[src/rtl/audio_mixer_sd.sv]
// Multi-channel 8-bit audio mixer with timer/beeper term and delta-sigma DAC.
// Optional dither: define AUDIO_DITHER_EN to add LFSR noise before truncation.
module audio_mixer_sd #(
  parameter int NCH      = 6,
  parameter int MA_LOG2  = 2,
  parameter int CE_DIV   = 512,
  parameter int SD_WIDTH = 9,
  parameter int SD_DIV   = 8
) (
  input  logic             clk24,
  input  logic             reset_n,
  input  logic [3:0]       pulses,
  input  logic [8*NCH-1:0] ch_data,
  input  logic             gain_we,
  input  logic [3:0]       gain_addr,
  input  logic [7:0]       gain_data,
  output logic [15:0]      mix_l,
  output logic [15:0]      mix_r,
  output logic             sample_strobe,
  output logic [1:0]       clip,
  input  logic             clip_clr,
  output logic [1:0]       o_pwm
);

  localparam int CW  = (CE_DIV > 1) ? $clog2(CE_DIV) : 1;
  localparam int D   = 1 << MA_LOG2;
  localparam int HW  = 3 * D;
  localparam int SDW = (SD_DIV > 1) ? $clog2(SD_DIV) : 1;
  localparam int TSH = 11 - MA_LOG2;

  typedef enum logic [1:0] {IDLE, ACC, SAT, OUT} state_t;

  state_t             state_q, state_d;
  logic [CW-1:0]      cnt_q, cnt_d;
  logic [HW-1:0]      hist_q, hist_d;
  logic [5:0]         sum_q, sum_d;
  logic [8*NCH-1:0]   sh_ch_q, sh_ch_d;
  logic [8*NCH-1:0]   gain_q, gain_d;
  logic [8*NCH-1:0]   sh_gain_q, sh_gain_d;
  logic [3:0]         idx_q, idx_d;
  logic [19:0]        acc_l_q, acc_l_d, acc_r_q, acc_r_d;
  logic [15:0]        mix_l_q, mix_l_d, mix_r_q, mix_r_d;
  logic               strobe_q, strobe_d;
  logic [1:0]         clip_q, clip_d;
  logic [SDW-1:0]     sd_cnt_q, sd_cnt_d;
  logic [SD_WIDTH:0]  accu_l_q, accu_l_d, accu_r_q, accu_r_d;
  logic [1:0]         pwm_q, pwm_d;

  logic               ce, load, acc_en, sat_en, sd_tick;
  logic [2:0]         t_now, oldest;
  logic [19:0]        timer;
  logic [7:0]         sel_ch, sel_g;
  logic [19:0]        prod_l, prod_r;
  logic               sat_l, sat_r;
  logic [SD_WIDTH-1:0] sd_top_l, sd_top_r;

`ifdef AUDIO_DITHER_EN
  localparam logic [16:0] DMASK = 17'((1 << (16 - SD_WIDTH)) - 1);
  logic [15:0] lfsr_q, lfsr_d;
  logic [16:0] dl, dr;
`endif

  assign ce            = (cnt_q == '0);
  assign mix_l         = mix_l_q;
  assign mix_r         = mix_r_q;
  assign sample_strobe = strobe_q;
  assign clip          = clip_q;
  assign o_pwm         = pwm_q;

  // Sequencer state register; reset aborts any sample in flight.
  always_ff @(posedge clk24 or negedge reset_n) begin
    if (!reset_n) state_q <= IDLE;
    else          state_q <= state_d;
  end

  // Sequencer next state: one ACC cycle per channel.
  always_comb begin
    state_d = state_q;
    case (state_q)
      IDLE:    if (ce) state_d = ACC;
      ACC:     if (idx_q == 4'(NCH - 1)) state_d = SAT;
      SAT:     state_d = OUT;
      OUT:     state_d = IDLE;
      default: state_d = IDLE;
    endcase
  end

  // Sequencer controls.
  always_comb begin
    load   = 1'b0;
    acc_en = 1'b0;
    sat_en = 1'b0;
    case (state_q)
      IDLE:    load   = ce;
      ACC:     acc_en = 1'b1;
      SAT:     sat_en = 1'b1;
      default: ;
    endcase
  end

  // Sample timing, timer averaging, shadows, gain writes.
  always_comb begin
    cnt_d     = (cnt_q == CW'(CE_DIV - 1)) ? '0 : cnt_q + 1'b1;
    t_now     = 3'(pulses[0]) + 3'(pulses[1]) + 3'(pulses[2])
              + {1'b0, pulses[3], 1'b0};
    oldest    = hist_q[HW-1 -: 3];
    hist_d    = hist_q;
    sum_d     = sum_q;
    sh_ch_d   = sh_ch_q;
    sh_gain_d = sh_gain_q;
    if (ce) begin
      hist_d    = HW'({hist_q, t_now});
      sum_d     = sum_q + {3'b0, t_now} - {3'b0, oldest};
      sh_ch_d   = ch_data;
      sh_gain_d = gain_q;
    end
    timer  = 20'(sum_d) << TSH;
    gain_d = gain_q;
    for (int k = 0; k < NCH; k++) begin
      if (gain_we && gain_addr == 4'(k)) gain_d[8*k +: 8] = gain_data;
    end
  end

  // Mix datapath: preload, accumulate, clamp, publish.
  always_comb begin
    sel_ch = '0;
    sel_g  = '0;
    for (int k = 0; k < NCH; k++) begin
      if (idx_q == 4'(k)) begin
        sel_ch = sh_ch_q[8*k +: 8];
        sel_g  = sh_gain_q[8*k +: 8];
      end
    end
    prod_l = ({12'b0, sel_ch} * {16'b0, sel_g[3:0]}) << 3;
    prod_r = ({12'b0, sel_ch} * {16'b0, sel_g[7:4]}) << 3;
    acc_l_d = acc_l_q;
    acc_r_d = acc_r_q;
    if (load) begin
      acc_l_d = timer;
      acc_r_d = timer;
    end else if (acc_en) begin
      acc_l_d = acc_l_q + prod_l;
      acc_r_d = acc_r_q + prod_r;
    end
    idx_d    = acc_en ? idx_q + 4'd1 : 4'd0;
    sat_l    = acc_l_q > 20'd65535;
    sat_r    = acc_r_q > 20'd65535;
    mix_l_d  = mix_l_q;
    mix_r_d  = mix_r_q;
    strobe_d = 1'b0;
    if (sat_en) begin
      mix_l_d  = sat_l ? 16'hFFFF : acc_l_q[15:0];
      mix_r_d  = sat_r ? 16'hFFFF : acc_r_q[15:0];
      strobe_d = 1'b1;
    end
    clip_d = (clip_clr ? 2'b00 : clip_q)
           | (sat_en ? {sat_r, sat_l} : 2'b00);
  end

  // First-order delta-sigma modulators, one per side.
  always_comb begin
    sd_tick  = (sd_cnt_q == SDW'(SD_DIV - 1));
    sd_cnt_d = sd_tick ? '0 : sd_cnt_q + 1'b1;
`ifdef AUDIO_DITHER_EN
    lfsr_d   = sd_tick ? {lfsr_q[14:0],
                          lfsr_q[15] ^ lfsr_q[13] ^ lfsr_q[12] ^ lfsr_q[10]}
                       : lfsr_q;
    dl       = {1'b0, mix_l_q} + (17'(lfsr_q) & DMASK);
    dr       = {1'b0, mix_r_q} + (17'(lfsr_q) & DMASK);
    sd_top_l = dl[16] ? {SD_WIDTH{1'b1}} : dl[15 -: SD_WIDTH];
    sd_top_r = dr[16] ? {SD_WIDTH{1'b1}} : dr[15 -: SD_WIDTH];
`else
    sd_top_l = mix_l_q[15 -: SD_WIDTH];
    sd_top_r = mix_r_q[15 -: SD_WIDTH];
`endif
    accu_l_d = accu_l_q;
    accu_r_d = accu_r_q;
    pwm_d    = pwm_q;
    if (sd_tick) begin
      accu_l_d = {1'b0, accu_l_q[SD_WIDTH-1:0]} + {1'b0, sd_top_l};
      accu_r_d = {1'b0, accu_r_q[SD_WIDTH-1:0]} + {1'b0, sd_top_r};
      pwm_d    = {accu_r_d[SD_WIDTH], accu_l_d[SD_WIDTH]};
    end
  end

  // Datapath registers.
  always_ff @(posedge clk24 or negedge reset_n) begin
    if (!reset_n) begin
      cnt_q     <= '0;
      hist_q    <= '0;
      sum_q     <= '0;
      sh_ch_q   <= '0;
      gain_q    <= {NCH{8'h88}};
      sh_gain_q <= {NCH{8'h88}};
      idx_q     <= '0;
      acc_l_q   <= '0;
      acc_r_q   <= '0;
      mix_l_q   <= '0;
      mix_r_q   <= '0;
      strobe_q  <= 1'b0;
      clip_q    <= '0;
      sd_cnt_q  <= '0;
      accu_l_q  <= '0;
      accu_r_q  <= '0;
      pwm_q     <= '0;
`ifdef AUDIO_DITHER_EN
      lfsr_q    <= 16'h0001;
`endif
    end else begin
      cnt_q     <= cnt_d;
      hist_q    <= hist_d;
      sum_q     <= sum_d;
      sh_ch_q   <= sh_ch_d;
      gain_q    <= gain_d;
      sh_gain_q <= sh_gain_d;
      idx_q     <= idx_d;
      acc_l_q   <= acc_l_d;
      acc_r_q   <= acc_r_d;
      mix_l_q   <= mix_l_d;
      mix_r_q   <= mix_r_d;
      strobe_q  <= strobe_d;
      clip_q    <= clip_d;
      sd_cnt_q  <= sd_cnt_d;
      accu_l_q  <= accu_l_d;
      accu_r_q  <= accu_r_d;
      pwm_q     <= pwm_d;
`ifdef AUDIO_DITHER_EN
      lfsr_q    <= lfsr_d;
`endif
    end
  end

endmodule

[config.mk]
export PLATFORM = sky130hd
export DESIGN_NAME = audio_mixer_sd
export DESIGN_NICKNAME = d
export VERILOG_FILES = /design/src/rtl/audio_mixer_sd.sv
export SDC_FILE = /design/constraint.sdc
export NUM_CORES = 1
export LEC_CHECK = 0
export ABC_AREA = 1
export BUFFER_PORTS_ARGS = -buffer_cell sky130_fd_sc_hd__clkbuf_2
export CORE_MARGIN = 2
export CORE_UTILIZATION = 45
export CTS_BUF_LIST = sky130_fd_sc_hd__clkbuf_4 sky130_fd_sc_hd__clkbuf_8
export DETAILED_ROUTE_END_ITERATION = 7
export MAX_ROUTING_LAYER = met4
export PLACE_DENSITY_LB_ADDON = 0.3
export SETUP_SLACK_MARGIN = 0.15
export SYNTH_ARGS = -nofsm -noshare
export SYNTH_HDL_FRONTEND = slang
export SYNTH_SLANG_ARGS = --single-unit
[constraint.sdc]
create_clock -name clk24 -period 6.3 [get_ports clk24]
set_input_delay 0 -clock clk24 [delete_from_list [all_inputs] [get_ports clk24]]
set_output_delay 0 -clock clk24 [all_outputs]
set_load 0.01 [all_outputs]
Yosys cells after proc, flatten, opt, wreduce, memory -nomap -nowiden
Index checks and enable logic that the tools add are counted.
- add/subtract/negate cells: 12
- bitwise logic cells: 1
- $lt $le $gt $ge: 2
- eq/ne operators: 17
- multipliers: 2
- mux-type cells: 31
- reduce and logical (&&, ||, !) cells: 12
- operators with widths (operator ; number):
    2-to-1 mux 8 bit ; 12
    2-to-1 mux 20 bit ; 4
    adder 20 x 15 -> 20 bit ; 2
    > comparator 20 x 16 -> 1 bit (second input constant) ; 2
    2-to-1 mux 16 bit ; 2
    multiplier 8 x 4 -> 12 bit ; 2
    adder 9 x 9 -> 10 bit ; 2
    equality test 4 x 2 -> 1 bit (second input constant) ; 4
    equality test 4 x 3 -> 1 bit (second input constant) ; 4
    adder 9 x 1 -> 9 bit (second input constant) ; 1
    equality test 9 bit (second input constant) ; 1
    zero test 9 bit ; 1
    2-to-1 mux 9 bit ; 1
    equality test 4 x 1 -> 1 bit (second input constant) ; 2
    zero test 4 bit ; 2
    2-to-1 mux 2 bit ; 4
    one-hot mux 2 bit (4 select lines) ; 1
    adder 6 x 3 -> 6 bit ; 1
    logical AND 1 bit ; 6
    2-to-1 mux 6 bit ; 1
    subtractor 6 x 3 -> 6 bit ; 1
    adder 4 x 1 -> 4 bit (second input constant) ; 1
    equality test 2 bit (second input constant) ; 2
    2-to-1 mux 1 bit ; 4
    13 further kinds ; 14
- logic and storage cells: 100
- flip-flop bits (word level): 275
- output and inout bits: 37
- input port bits: 68

Longest topological paths before layout
- depth after elaboration: 11
- gate-level depth with buffers: 34

Worst setup path after synthesis
No wires, ideal clock.
- kind: flip-flop to flip-flop
- start point: reg idx_q[1]
- end point: reg acc_r_q[16]
- library setup time: 0.119 ns
- required time: 6.181 ns
- data arrival time: 4.771 ns
- clock period less this slack: 4.890 ns
- slack: 1.410 ns
- stages on the path, launching flop included: 31
- cells stage by stage: dfrtp_1 > inv_1 > ha_1 > inv_1 > nor3_2 > inv_2 > buf_6 > or2_0 > nand2_2 > nor2_1 > fa_1 > inv_1 > fa_1 > inv_1 > ha_1 > a21oi_1 > nand2_1 > a21oi_1 > nor2_1 > nor2_1 > xor2_1 > inv_1 > ha_1 > nand2_1 > inv_1 > a21oi_1 > nand3_1 > nand2_1 > nand2_1 > a21oi_1 > nor2_1
- word-level cells in the longest chain between the ends: 11
- elaborated cells between the ends (all ways): 22
- classes of those cells: 1 x add/sub; 1 x mul; 5 x eq/ne; 14 x mux; 1 x reduce/logical
- RTL lines (what ; RTL line ; text):
    start: declaration ; 40 ; logic [3:0] idx_q, idx_d;
    start signal: assignment ; 216 ; idx_q <= idx_d;
    zero test 4 bit ; 129 ; if (idx_q == 4'(k)) begin
    2-to-1 mux 8 bit (6 in a row) ; 129 ;
    multiplier 8 x 4 -> 12 bit * ; 135 ; prod_r = ({12'b0, sel_ch} * {16'b0, sel_g[7:4]}) << 3;
    adder 20 x 15 -> 20 bit * ; 143 ; acc_r_d = acc_r_q + prod_r;
    2-to-1 mux 20 bit * ; 141 ; end else if (acc_en) begin
    2-to-1 mux 20 bit * ; 138 ; if (load) begin
    end signal: assignment ; 218 ; acc_r_q <= acc_r_d;
    end: declaration ; 41 ; logic [19:0] acc_l_q, acc_l_d, acc_r_q, acc_r_d;
Mark *: on every way between the ends. The rest lies on a longest branch, timed or not. The select of a mux whose other input is x is not followed.
A chain may end at the register's enable or synchronous reset.

Worst setup path after layout
- start point: reg idx_q[0]
- end point: reg acc_r_q[16]
Same word-level chain as after synthesis.

==> metrics.md <==
| Metric | Value |
|---|---|
| Outcome | `completed` |
| Final Hold Viols | `0` |
| Sw Share | `34.2%` |
| Vias in the first global route | `13.3k` |
| Xor/xnor cell area share of the yosys netlist | `1.97%` |
| Cell Int Power | `3680 µW` |
| Wirelength, routed | `40500 µm` |
| Post-synth ARST share | `100%` |
| WL per Instance | `15.2 µm` |
| Synth Area in Adders | `11.7%` |
| Worst-Margin Slew | `1100 ps` |
| Fin crit share | `89.7%` |
| Post-synth EDFFs | `0` |
| Clock slew at reported path FFs | `60 ps` |
| Critical Path Start | `idx_q[0]` |
| DIE WIDTH | `190 µm` |
| Slowest CP cell | `fa_1` |
| Setup bufs post-CTS | `0` |
| Logic gate share of total power | `28.3%` |
| Hold Path Class | `in -> reg` |
| IO Port Bufs | `104` |
| Largest family of logic cells by synthesized area | `simple AND/OR/NAND/NOR gates` |
| Worst VDD drop | `224 µV` |
| Syn Area/Cell | `7.79 µm²` |
| RSZ-0062 raised after global routing | `no` |
| Critical Path Source Type | `flip-flop` |
| Core ar. | `34300 µm²` |
| Synth Area in Compound Gates | `7.99%` |
| Cells after Synth | `1998` |
| Max cap viols | `0` |
| CP peak stage delay | `540 ps` |
| CP Class | `reg -> reg` |
| Initial DRC count | `748` |
| Final Setup Violations | `0` |
| Flop-to-flop setup slack | `650 ps` |
| Mapped cell area | `15600 µm²` |
| Largest net degree at the start of global routing | `158` |
| Mapped Nets | `2192` |
| Initial core utilization | `45.4%` |
| Total grt overflow | `0` |
| Syn-to-layout area delta | `17.0%` |
| Slew Limit Fails | `0` |
| Final Instance Area | `18200 µm²` |
| Clk_lat worst skew | `590 ps` |
| Initial antenna violation count | `0` |
| Fin crit period | `5650 ps` |
| Commonest non-fill, non-tap cell in the layout | `nand2_1` |
| Critical Path End | `acc_r_q[16]` |
| Share of power burned in registers | `40.8%` |
| FF-to-FF path depth | `30` |
| Crit. End Element | `flip-flop` |
| Die Y-Extent | `190 µm` |
| Worst Skew | `24.1 ps` |
| Number of inserted diodes | `0` |
| Max Freq | `177 MHz` |
| Synth Register Bits | `265` |
| Critical path peak fanout | `32` |
| FP Rows | `68` |
| Routed vias/inst | `5.05` |
| CTS tree | `yes` |
| Most frequent cells in the layout | `678 x nand2_1, 241 x dfrtp_1, 179 x inv_1` |
| Clock group share of total power | `30.9%` |
| Slew HR | `26.7%` |
| GPL Wtd Cong | `0.892` |
| GRT Total Usage | `23.6%` |
| Root buffer cell | `clkbuf_8` |
| Share of cells above drive strength 1 | `12.1%` |
| Fill cells | `3256` |
| Mux cell area share after synthesis | `0%` |
| H-tree depth | `2` |
| Register area | `6660 µm²` |
| Psw | `1920 µW` |
| Simple-Gate Fraction of Synth Area | `28.8%` |
| Drt first pass iters | `5` |
| Placed Instance Area | `16400 µm²` |
| Area of the multi-input gates | `7860 µm²` |
| Setup TNS | `0 ps` |
| I/O Pins | `105` |
| Die ar. | `36100 µm²` |
| Yosys cell types | `43` |
| Seq/Total Area, Yosys | `42.8%` |
| Post-route ant nets | `0` |
| Pwr Density | `307 nW/µm²` |
| Top-area cell type share of the netlist area | `38.7%` |
| Leak | `0.00978 µW` |
| Final #Nets | `2362` |
| Launch point of the worst reg-to-reg path | `idx_q[0]` |
| Clock sinks | `265` |
| Num CTS Buffers | `46` |
| Vias | `13.4k` |
| DRC Markers | `0` |
| Required time of the critical path | `6760 ps` |
| Synth top area cells | `dfrtp_1 39%, nand2_1 16%, ha_1 7.6%` |
| Yosys top cell by area | `dfrtp_1` |
| Ys Warns | `0` |
| First-pass GRT wire length | `66500 µm` |
| DP HPWL | `29100 µm` |
| Clock buffer depth | `3` |
| Worst EP arrival | `6110 ps` |
| Dominant synthesized flop cell | `dfrtp_1` |
| RR Endpoint | `acc_r_q[16]` |
==> power groups by stage <==
stage / sequential, µW / clock [µW] / combinational (µW)
final: 2280 / 1730 / 1590
after global routing: 2320 / 1850 / 1850
after CTS: 2280 / 1770 / 1600
after detailed placement: 2310 / 0 / 1540
after global placement: 2300 / 0 / 1500
after floorplan: 2250 / 0 / 1110
==> metrics by stage <==
step	hold slack [ps]	setup slack, ps	utilization [%]	instances	total power, µW
after floorplan	-296	1410	-	1998	3360
after global placement	128	768	47.9	2498	3800
after detailed placement	129	618	47.9	2498	3850
after CTS	26.2	598	53.1	2661	5650
after global routing	114	212	53.1	2661	6010
final	50.3	646	53.1	2661	5600
==> routing by layer <==
| layer | global-route usage (%) | vias to the layer above | share of wire [%] |
|---|---|---|---|
| li1 | - | 6718 | - |
| met1 | 29.9 | 6346 | 44 |
| met2 | 39.6 | 300 | 49 |
| met3 | 3.17 | 78 | 4.1 |
| met4 | 7.13 | 0 | 2.6 |
| met5 | - | - | 0 |
==> kinds of logic (layout without fill, tap and decap cells) <==
kind of cell | Yosys count | count (layout)
buf+inv | 257 | 465
flops | 265 | 265
simple gates | 1080 | 1080
fa+ha+maj | 126 | 126
xor+xnor | 35 | 35
compound gates | 235 | 235
==> flip-flops by register name (all words and copies together), names as in the netlist, 3 cells and up <==
register	flops
acc_l_q	17
sh_gain_q	48
gain_q	48
mix_r	14
accu_r_q	9
sum_q	6
acc_r_q	17
sd_cnt_q	3
idx_q	4
hist_q	12
cnt_q	9
mix_l	14
accu_l_q	9
sh_ch_q	48
==> worst max-delay path: cells and delay by family (launching register included) <==
family	cells	cell delay [ps]
xor gates and xnor gates	1	160
and+or+nand+nor	18	2300
AOI/OAI and AO/OA	2	420
buffers and inverters	4	250
adders and majority gates	5	1970
DFF	1	430
==> Yosys cell counts, types with 2 or more instances <==
cell and instances:
o21bai_1 6, buf_2 27, ha_1 94, nor4_1 3, dfstp_2 24, nand4_1 29, o21ai_0 123, nor3_1 8
or2_0 19, nand3_1 121, xor2_1 21, a21o_1 3, buf_4 10, o22ai_1 5, nand2_1 679, buf_6 3
inv_1 179, buf_1 2, a21oi_1 78, fa_1 32, clkbuf_1 26, nor3_2 3, inv_2 8, or2_1 7
nand2_2 17, nand3b_1 2, or2_2 11, nor2_1 176, xnor2_1 14, o211ai_1 6, a31oi_1 10, dfrtp_1 241
==> worst min-delay path by stage <==
stage	cells past startpoint	endpoint	startpoint
after floorplan	0	acc_l_q[10]	reset_n
after global placement	1	accu_l_q[7]	reset_n
after detailed placement	1	accu_l_q[7]	reset_n
after CTS	5	hist_q[1]	pulses[1]
after global routing	5	hist_q[1]	pulses[1]
final	5	hist_q[1]	pulses[1]
==> timing repair <==
action,4_1_cts,5_1_grt
endpoints found under the hold margin,209,0
gates resized for setup,0,1
hold buffers,77,0
setup endpoints to repair,0,4
==> final cells by class <==
type	instances	share of cell area [%]
well taps	455	3.12
flip-flops and latches	265	36.6
clock inverters	12	0.673
inverters	189	3.91
clock buffers	74	5.01
multi-input cells	1476	43.2
repair buffers	190	7.58
(Power assumes the default switching activity.)
